===== src/rtl/jtpopeye_pkg.sv =====
`default_nettype none
// ============================================================================
//  Module   : jtpopeye_pkg
//  Brief    : Shared constants and layer transparency rules for the colour
//             mixer: palette map bases, RGB field widths.
//  Revision : 1.0 - initial release
// ============================================================================
package jtpopeye_pkg;

    // Palette map bases: background (two banks of 16), object, text
    localparam logic [6:0] PAL_BCK = 7'h00;
    localparam logic [6:0] PAL_OBJ = 7'h20;
    localparam logic [6:0] PAL_TXT = 7'h40;

    // 3:3:2 output format, packed in the palette byte as {blue, green, red}
    localparam int RED_W   = 3;
    localparam int GREEN_W = 3;
    localparam int BLUE_W  = 2;

    // Text colour 0 is see-through
    function automatic logic txt_opaque(input logic [3:0] txtc);
        return txtc != 4'd0;
    endfunction

    // Object pixels with a zero low pair are see-through
    function automatic logic obj_opaque(input logic [4:0] objc);
        return objc[1:0] != 2'd0;
    endfunction

endpackage
`default_nettype wire


===== src/rtl/jtgng_ram.sv =====
`default_nettype none
// ============================================================================
//  Module   : jtgng_ram
//  Brief    : Single-port RAM, synchronous write and synchronous read with
//             one clk of read latency.
//  Revision : 1.0 - initial release
// ============================================================================
module jtgng_ram #(
    parameter int aw = 7,
    parameter int dw = 8
) (
    input  logic          clk,
    input  logic [aw-1:0] i_addr,
    input  logic [dw-1:0] i_data,
    input  logic          i_we,
    output logic [dw-1:0] o_q
);

    logic [dw-1:0] r_mem [0:(1<<aw)-1];

    // Write-first is not needed: the read sees the old word on a write clk
    always_ff @(posedge clk) begin
        if (i_we) r_mem[i_addr] <= i_data;
        o_q <= r_mem[i_addr];
    end

endmodule
`default_nettype wire


===== src/rtl/jtpopeye_colmix_prio.sv =====
`default_nettype none
// ============================================================================
//  Module   : jtpopeye_colmix_prio
//  Brief    : Combinational layer priority (text > object > background) and
//             palette address formation. Also flags a masked background as
//             forced black.
//  Revision : 1.0 - initial release
// ============================================================================
module jtpopeye_colmix_prio
    import jtpopeye_pkg::*;
(
    input  logic       i_bank,
    input  logic [3:0] i_bakc,
    input  logic [4:0] i_objc,
    input  logic [3:0] i_txtc,
    input  logic [2:0] i_gfx_en,
    output logic [6:0] o_addr,
    output logic       o_black
);

    // Highest-priority opaque, enabled layer picks the palette entry
    always_comb begin
        o_addr  = PAL_BCK | {2'b00, i_bank, i_bakc};
        o_black = ~i_gfx_en[0];
        if (i_gfx_en[2] && txt_opaque(i_txtc)) begin
            o_addr  = PAL_TXT | {3'b000, i_txtc};
            o_black = 1'b0;
        end else if (i_gfx_en[1] && obj_opaque(i_objc)) begin
            o_addr  = PAL_OBJ | {2'b00, i_objc};
            o_black = 1'b0;
        end
    end

endmodule
`default_nettype wire


===== src/rtl/jtpopeye_colmix.sv =====
`default_nettype none
// ============================================================================
//  Module   : jtpopeye_colmix
//  Brief    : Final pixel stage. Resolves layer priority, applies the CPU
//             background bank, reads the downloadable 128x8 palette and
//             emits 3:3:2 RGB with blanking delayed to match the pipeline.
//             Optional: define JTPOPEYE_LAYER_MASK_EN to add gfx_en[2:0]
//             (bit0 background, bit1 object, bit2 text).
//  Revision : 1.0 - initial release
// ============================================================================
module jtpopeye_colmix
    import jtpopeye_pkg::*;
#(
    parameter int BLANK_DLY = 2
) (
    input  logic               clk,
    input  logic               rst_n,
    input  logic               pxl_cen,
    input  logic               cpu_cen,
    input  logic               pal_cs_n,
    input  logic [7:0]         DD,
    input  logic [4:0]         BAKC,
    input  logic [4:0]         OBJC,
    input  logic [3:0]         TXTC,
    input  logic               HB,
    input  logic               VB,
    input  logic [6:0]         prog_addr,
    input  logic [7:0]         prog_data,
    input  logic               prom_we,
    input  logic               downloading,
`ifdef JTPOPEYE_LAYER_MASK_EN
    input  logic [2:0]         gfx_en,
`endif
    output logic [RED_W-1:0]   red,
    output logic [GREEN_W-1:0] green,
    output logic [BLUE_W-1:0]  blue,
    output logic               HB_out,
    output logic               VB_out
);

    logic       r_bank;
    logic [6:0] r_pal_addr;
    logic       r_black;
    logic [1:0] r_blank_dly [BLANK_DLY];  // {HB, VB} per stage
    logic [RED_W-1:0]   r_red;
    logic [GREEN_W-1:0] r_green;
    logic [BLUE_W-1:0]  r_blue;

    logic [2:0] w_gfx_en;
    logic [6:0] w_addr;
    logic       w_black;
    logic [6:0] w_ram_addr;
    logic       w_ram_we;
    logic [7:0] w_pal_q;
    logic       w_blank;
    logic       w_unused;

`ifdef JTPOPEYE_LAYER_MASK_EN
    assign w_gfx_en = gfx_en;
`else
    assign w_gfx_en = 3'b111;
`endif

    // BAKC[4] and the upper CPU data bits carry nothing for this block
    assign w_unused = &{1'b0, BAKC[4], DD[7:1]};

    jtpopeye_colmix_prio u_prio (
        .i_bank   (r_bank),
        .i_bakc   (BAKC[3:0]),
        .i_objc   (OBJC),
        .i_txtc   (TXTC),
        .i_gfx_en (w_gfx_en),
        .o_addr   (w_addr),
        .o_black  (w_black)
    );

    // Download owns the palette port; otherwise it only ever reads
    assign w_ram_addr = downloading ? prog_addr : r_pal_addr;
    assign w_ram_we   = downloading & prom_we;

    jtgng_ram #(.aw(7), .dw(8)) u_pal (
        .clk    (clk),
        .i_addr (w_ram_addr),
        .i_data (prog_data),
        .i_we   (w_ram_we),
        .o_q    (w_pal_q)
    );

    // CPU bank register; stage 1 sees the value held before this edge
    always_ff @(posedge clk or negedge rst_n) begin
        if (!rst_n)                   r_bank <= 1'b0;
        else if (cpu_cen && !pal_cs_n) r_bank <= DD[0];
    end

    // Stage 1: latch the selected palette address and the black override
    always_ff @(posedge clk or negedge rst_n) begin
        if (!rst_n) begin
            r_pal_addr <= 7'd0;
            r_black    <= 1'b0;
        end else if (pxl_cen) begin
            r_pal_addr <= w_addr;
            r_black    <= w_black;
        end
    end

    // Blanking delay line: first stage samples HB/VB, the last drives
    // HB_out/VB_out and resets to "blanked"
    generate
        for (genvar i = 0; i < BLANK_DLY; i++) begin : g_blank_dly
            localparam logic [1:0] c_rst = (i == BLANK_DLY-1) ? 2'b11 : 2'b00;
            if (i == 0) begin : g_first
                // Entry stage of the blanking delay
                always_ff @(posedge clk or negedge rst_n) begin
                    if (!rst_n)       r_blank_dly[i] <= c_rst;
                    else if (pxl_cen) r_blank_dly[i] <= {HB, VB};
                end
            end else begin : g_next
                // Shift stage of the blanking delay
                always_ff @(posedge clk or negedge rst_n) begin
                    if (!rst_n)       r_blank_dly[i] <= c_rst;
                    else if (pxl_cen) r_blank_dly[i] <= r_blank_dly[i-1];
                end
            end
        end
    endgenerate

    // Blanking that travels alongside the colour entering stage 2
    assign w_blank = |r_blank_dly[BLANK_DLY-2] | downloading | r_black;

    // Stage 2: register palette byte as 3:3:2 RGB, black when blanked
    always_ff @(posedge clk or negedge rst_n) begin
        if (!rst_n) begin
            r_red   <= '0;
            r_green <= '0;
            r_blue  <= '0;
        end else if (pxl_cen) begin
            if (w_blank) begin
                r_red   <= '0;
                r_green <= '0;
                r_blue  <= '0;
            end else begin
                r_red   <= w_pal_q[2:0];
                r_green <= w_pal_q[5:3];
                r_blue  <= w_pal_q[7:6];
            end
        end
    end

    assign red    = r_red;
    assign green  = r_green;
    assign blue   = r_blue;
    assign HB_out = r_blank_dly[BLANK_DLY-1][1];
    assign VB_out = r_blank_dly[BLANK_DLY-1][0];

endmodule
`default_nettype wire


===== config.mk =====
export PLATFORM = sky130hd
export DESIGN_NAME = jtpopeye_colmix
export DESIGN_NICKNAME = d
export VERILOG_FILES = /design/src/rtl/jtpopeye_pkg.sv /design/src/rtl/jtgng_ram.sv /design/src/rtl/jtpopeye_colmix_prio.sv /design/src/rtl/jtpopeye_colmix.sv
export SDC_FILE = /design/constraint.sdc
export NUM_CORES = 1
export LEC_CHECK = 0
export CORE_MARGIN = 4
export CORE_UTILIZATION = 50
export CTS_BUF_LIST = sky130_fd_sc_hd__clkbuf_2 sky130_fd_sc_hd__clkbuf_4 sky130_fd_sc_hd__clkbuf_8
export CTS_CLUSTER_DIAMETER = 50
export DETAILED_ROUTE_END_ITERATION = 12
export PLACE_DENSITY = 0.66
export SETUP_SLACK_MARGIN = 0.4
export SLEW_MARGIN = 5
export SYNTH_ARGS = -nofsm -noshare
export SYNTH_HDL_FRONTEND = slang
export SYNTH_SLANG_ARGS = --single-unit

===== constraint.sdc =====
create_clock -name clk -period 8.4 [get_ports clk]
set_clock_uncertainty 0.15 [all_clocks]
set_input_delay 2.52 -clock clk [delete_from_list [all_inputs] [get_ports clk]]
set_output_delay 2.52 -clock clk [all_outputs]
set_load 0.005 [all_outputs]

==> results by group <==
Placed design
  – DP HPWL: 58600 µm
  – Pre-CTS WS: 1740 ps
  – IO Port Bufs: 47
  – GPL Wtd Cong: 0.831

Clocking
  – Clk Latency, worst-skew pair: 810 ps
  – CTS tree: yes
  – CTS H-Tree Depth: 4
  – Setup Fix Bufs, Post-CTS: 0
  – CTS Hold Buffers Added: 0
  – Longest Clk Path Bufs: 3
  – Num CTS Buffers: 159
  – Worst-path clk slew: 70 ps
  – CTS sink count: 1052
  – CTS root buffer: clkbuf_8
  – PostCTS Resize Cnt: 0

Pwr
  – LEAKAGE: 0.0129 µW
  – Pwr per Cell Area: 238 mW/mm²
  – Worst vdd rail ir drop: 145 µV
  – Tot Pwr: 10400 µW

Setup path
  – RR Startpoint: r_pal_addr[0]
  – CP arrival: 6250 ps
  – Setup CP Type: input port to flip-flop
  – Most used cell, CP: buf_4
  – Terminus of the critical flop-to-flop path: u_pal.r_mem[121][0]
  – R2R setup slack: 4420 ps
  – CP max FO: 25
  – Critical-path cell list: clkdlybuf4s50_1 -> buf_4 -> nand2b_1 -> o32ai_4 -> nand2_1 -> buf_4 -> nor2_1
  – Slowest stage delay, CP: 930 ps
  – R2R depth: 5
  – CP Buf/Inv Count: 3
  – Data required, critical path: 8670 ps
  – Startpoint class of the critical path: input port
  – Slowest stage cell, crit path: o32ai_4
  – Crit path capture type: flip-flop
  – Kind of cell adding the most delay to the critical path: simple AND/OR/NAND/NOR gates

Timing
  – Max Slew Vio Count: 0
  – Final setup margin: 2410 ps
  – Worst-Margin Slew: 1320 ps
  – Final worst-path cycle share: 71.3%
  – Fin Setup TNS: 0 ps
  – Max-Slew Margin vs Limit: 11.3%
  – Tmin final: 5990 ps
  – Hold Fails Final Rpt: 0
  – Fmax: 0.167 GHz
  – RSZ-0062 raised after global routing: no
  – Final setup fails: 0

Global route
  – Largest net degree at the start of global routing: 129
  – Met2 Usage GRT: 36.9%
  – GRT Total Usage: 24.4%
  – Vias in the first global route: 21900
  – Initial antenna violation count: 3
  – GR Layer Usage met1: 34.1%
  – Grt ovf: 0
  – Grt met3 use: 7.49%
  – First-pass GRT wire length: 146000 µm
  – Busiest grt layer: met2

Run status
  – Outcome: complete, no violations

Die
  – CORE AREA: 0.0765 mm²
  – I/O pins: 56
  – DIE HEIGHT: 287 µm
  – Die area: 0.0822 mm²
  – FP Rows: 101
  – Die Width: 287 µm
  – Initial Utilization: 50.8%

Finish
  – Area Growth Syn to Fin: 12.7%
  – Final core occ: 57.2%
  – Commonest non-fill, non-tap cell in the layout: edfxtp_1
  – Fillers: 5663
  – Most frequent cells in the layout: edfxtp_1, a22oi_1, clkbuf_8, nor2_1, a41oi_1
  – Share of cells above drive strength 1: 15.3%
  – # nets final: 2353

Route
  – WL/cell: 29.2 µm
  – Drt pass-1 iters: 6
  – Via count: 22200
  – DRT antenna net count: 0
  – DRC viols: 0
  – Vias/cell: 6.41
  – Routed wire length: 101000 µm
  – Initial DRC Count: 3309

Synthesis
  – Most used DFF post-synth: edfxtp_1
  – Register area share after synthesis: 80.9%
  – Number of synthesized flops with an enable pin: 1024
  – Post-synthesis cell type count: 43
  – Async SR Flop Fraction: 1.90%
  – Netlist Area Pre-Place: 0.0388 mm²
  – Yosys Warn Count: 0
  – Syn_nets: 2197
  – Synthesized instance count: 2151
  – Mapped Avg Cell Area: 18.0 µm²
  – Seq cells post-synth: 1052

Job
  – Max-cap viol count: 0

Min path
  – Hold EP: blue[0]
  – Hold Crit Depth: 2
  – Worst hold path type: flip-flop to flip-flop
  – Worst hold start: u_pal.o_q[6]
layout make-up:
cell class                      count  area [µm²]  share of cell area [%]
Sequential cell                  1052       31400                    71.8
Tap cell                         1030        1290                    2.94
Inverter                           13        48.8                   0.111
Antenna cell                        4        10.0                  0.0229
Clock buffer                      218        2650                    6.06
Timing Repair Buffer              134        1230                    2.81
Multi-Input combinational cell    947        6770                    15.5
Clock inverter                     67         357                   0.815
flip-flops by register name, summed over array words and instances (netlist names):
name / flops
red: 3
r_bank: 1
HB_out: 1
u_pal.r_mem: 1024
green: 3
VB_out: 1
r_pal_addr: 7
u_pal.o_q: 8
r_blank_dly: 2
blue: 2
power by group:
group / leakage (µW) / internal [µW] / switching [µW] / total (µW)
clock network: 0.00159 / 2080 / 1890 / 3970
logic: 0.00182 / 193 / 455 / 648
registers: 0.00952 / 5780 / 12.9 / 5800
total: 0.0129 / 8050 / 2360 / 10400
cells by family (layout without fill, tap and decap cells):
group	Yosys count	in the layout	synth area share, %
AOI/OAI and AO/OA	689	689	13.9
buffers and inverters	152	432	1.87
DFF	1052	1052	80.9
muxes	29	29	0.790
other	0	4	0
and+or+nand+nor	229	229	2.55
worst max path at each step:
stage                               end  cells past startpoint  slack, ps         from
finish              u_pal.r_mem[121][0]                      7       2410  downloading
floorplan            u_pal.r_mem[64][0]                      8       3490  downloading
global placement    u_pal.r_mem[113][3]                      7       1820  downloading
detailed placement  u_pal.r_mem[113][3]                      7       1740  downloading
global route        u_pal.r_mem[105][3]                      7       2440  downloading
CTS                 u_pal.r_mem[113][7]                      7       2600  downloading
tightest hold or removal path, cell delays in order (launching register included):
cell and delay [ps]:
dfxtp_1 310, nand2_1 50, o21ai_0 60
layer usage:
layer	share of wire [%]	wire [µm]	vias up
met5	0.0069	7	-
met4	2.8	2860	2
met3	12	11700	213
met2	46	46200	1367
met1	40	40200	11200
li1	-	-	9409
through the flow:
step	cell area [µm²]	hold WS, ps	instances
detailed placement	40700	285	3176
CTS	43800	301	3461
global placement	40700	288	3176
floorplan	38800	260	2151
global route	43800	324	3463
finish	43800	303	3465
cell usage after synthesis (3+ instances only):
master,n,area [µm²]
dfrtp_1,18,450
a21oi_1,11,55.1
nand2b_1,7,43.8
clkbuf_1,55,206
a22oi_1,496,3720
nand2_1,41,154
a221oi_2,5,75.1
buf_1,6,22.5
mux2i_1,18,180
a41oi_1,124,1090
nor2b_1,4,25.0
dfxtp_1,8,160
a21o_1,3,22.5
nor2_1,137,514
edfxtp_1,1024,30700
a22o_1,8,70.1
buf_4,10,75.1
o22ai_1,9,56.3
buf_2,63,315
nor4_1,30,188
mux2_2,10,113
o22ai_2,5,62.6
buf_6,5,56.3
inv_1,13,48.8
o21ai_0,16,80.1
Note: power is estimated with default switching activity, not from simulation.
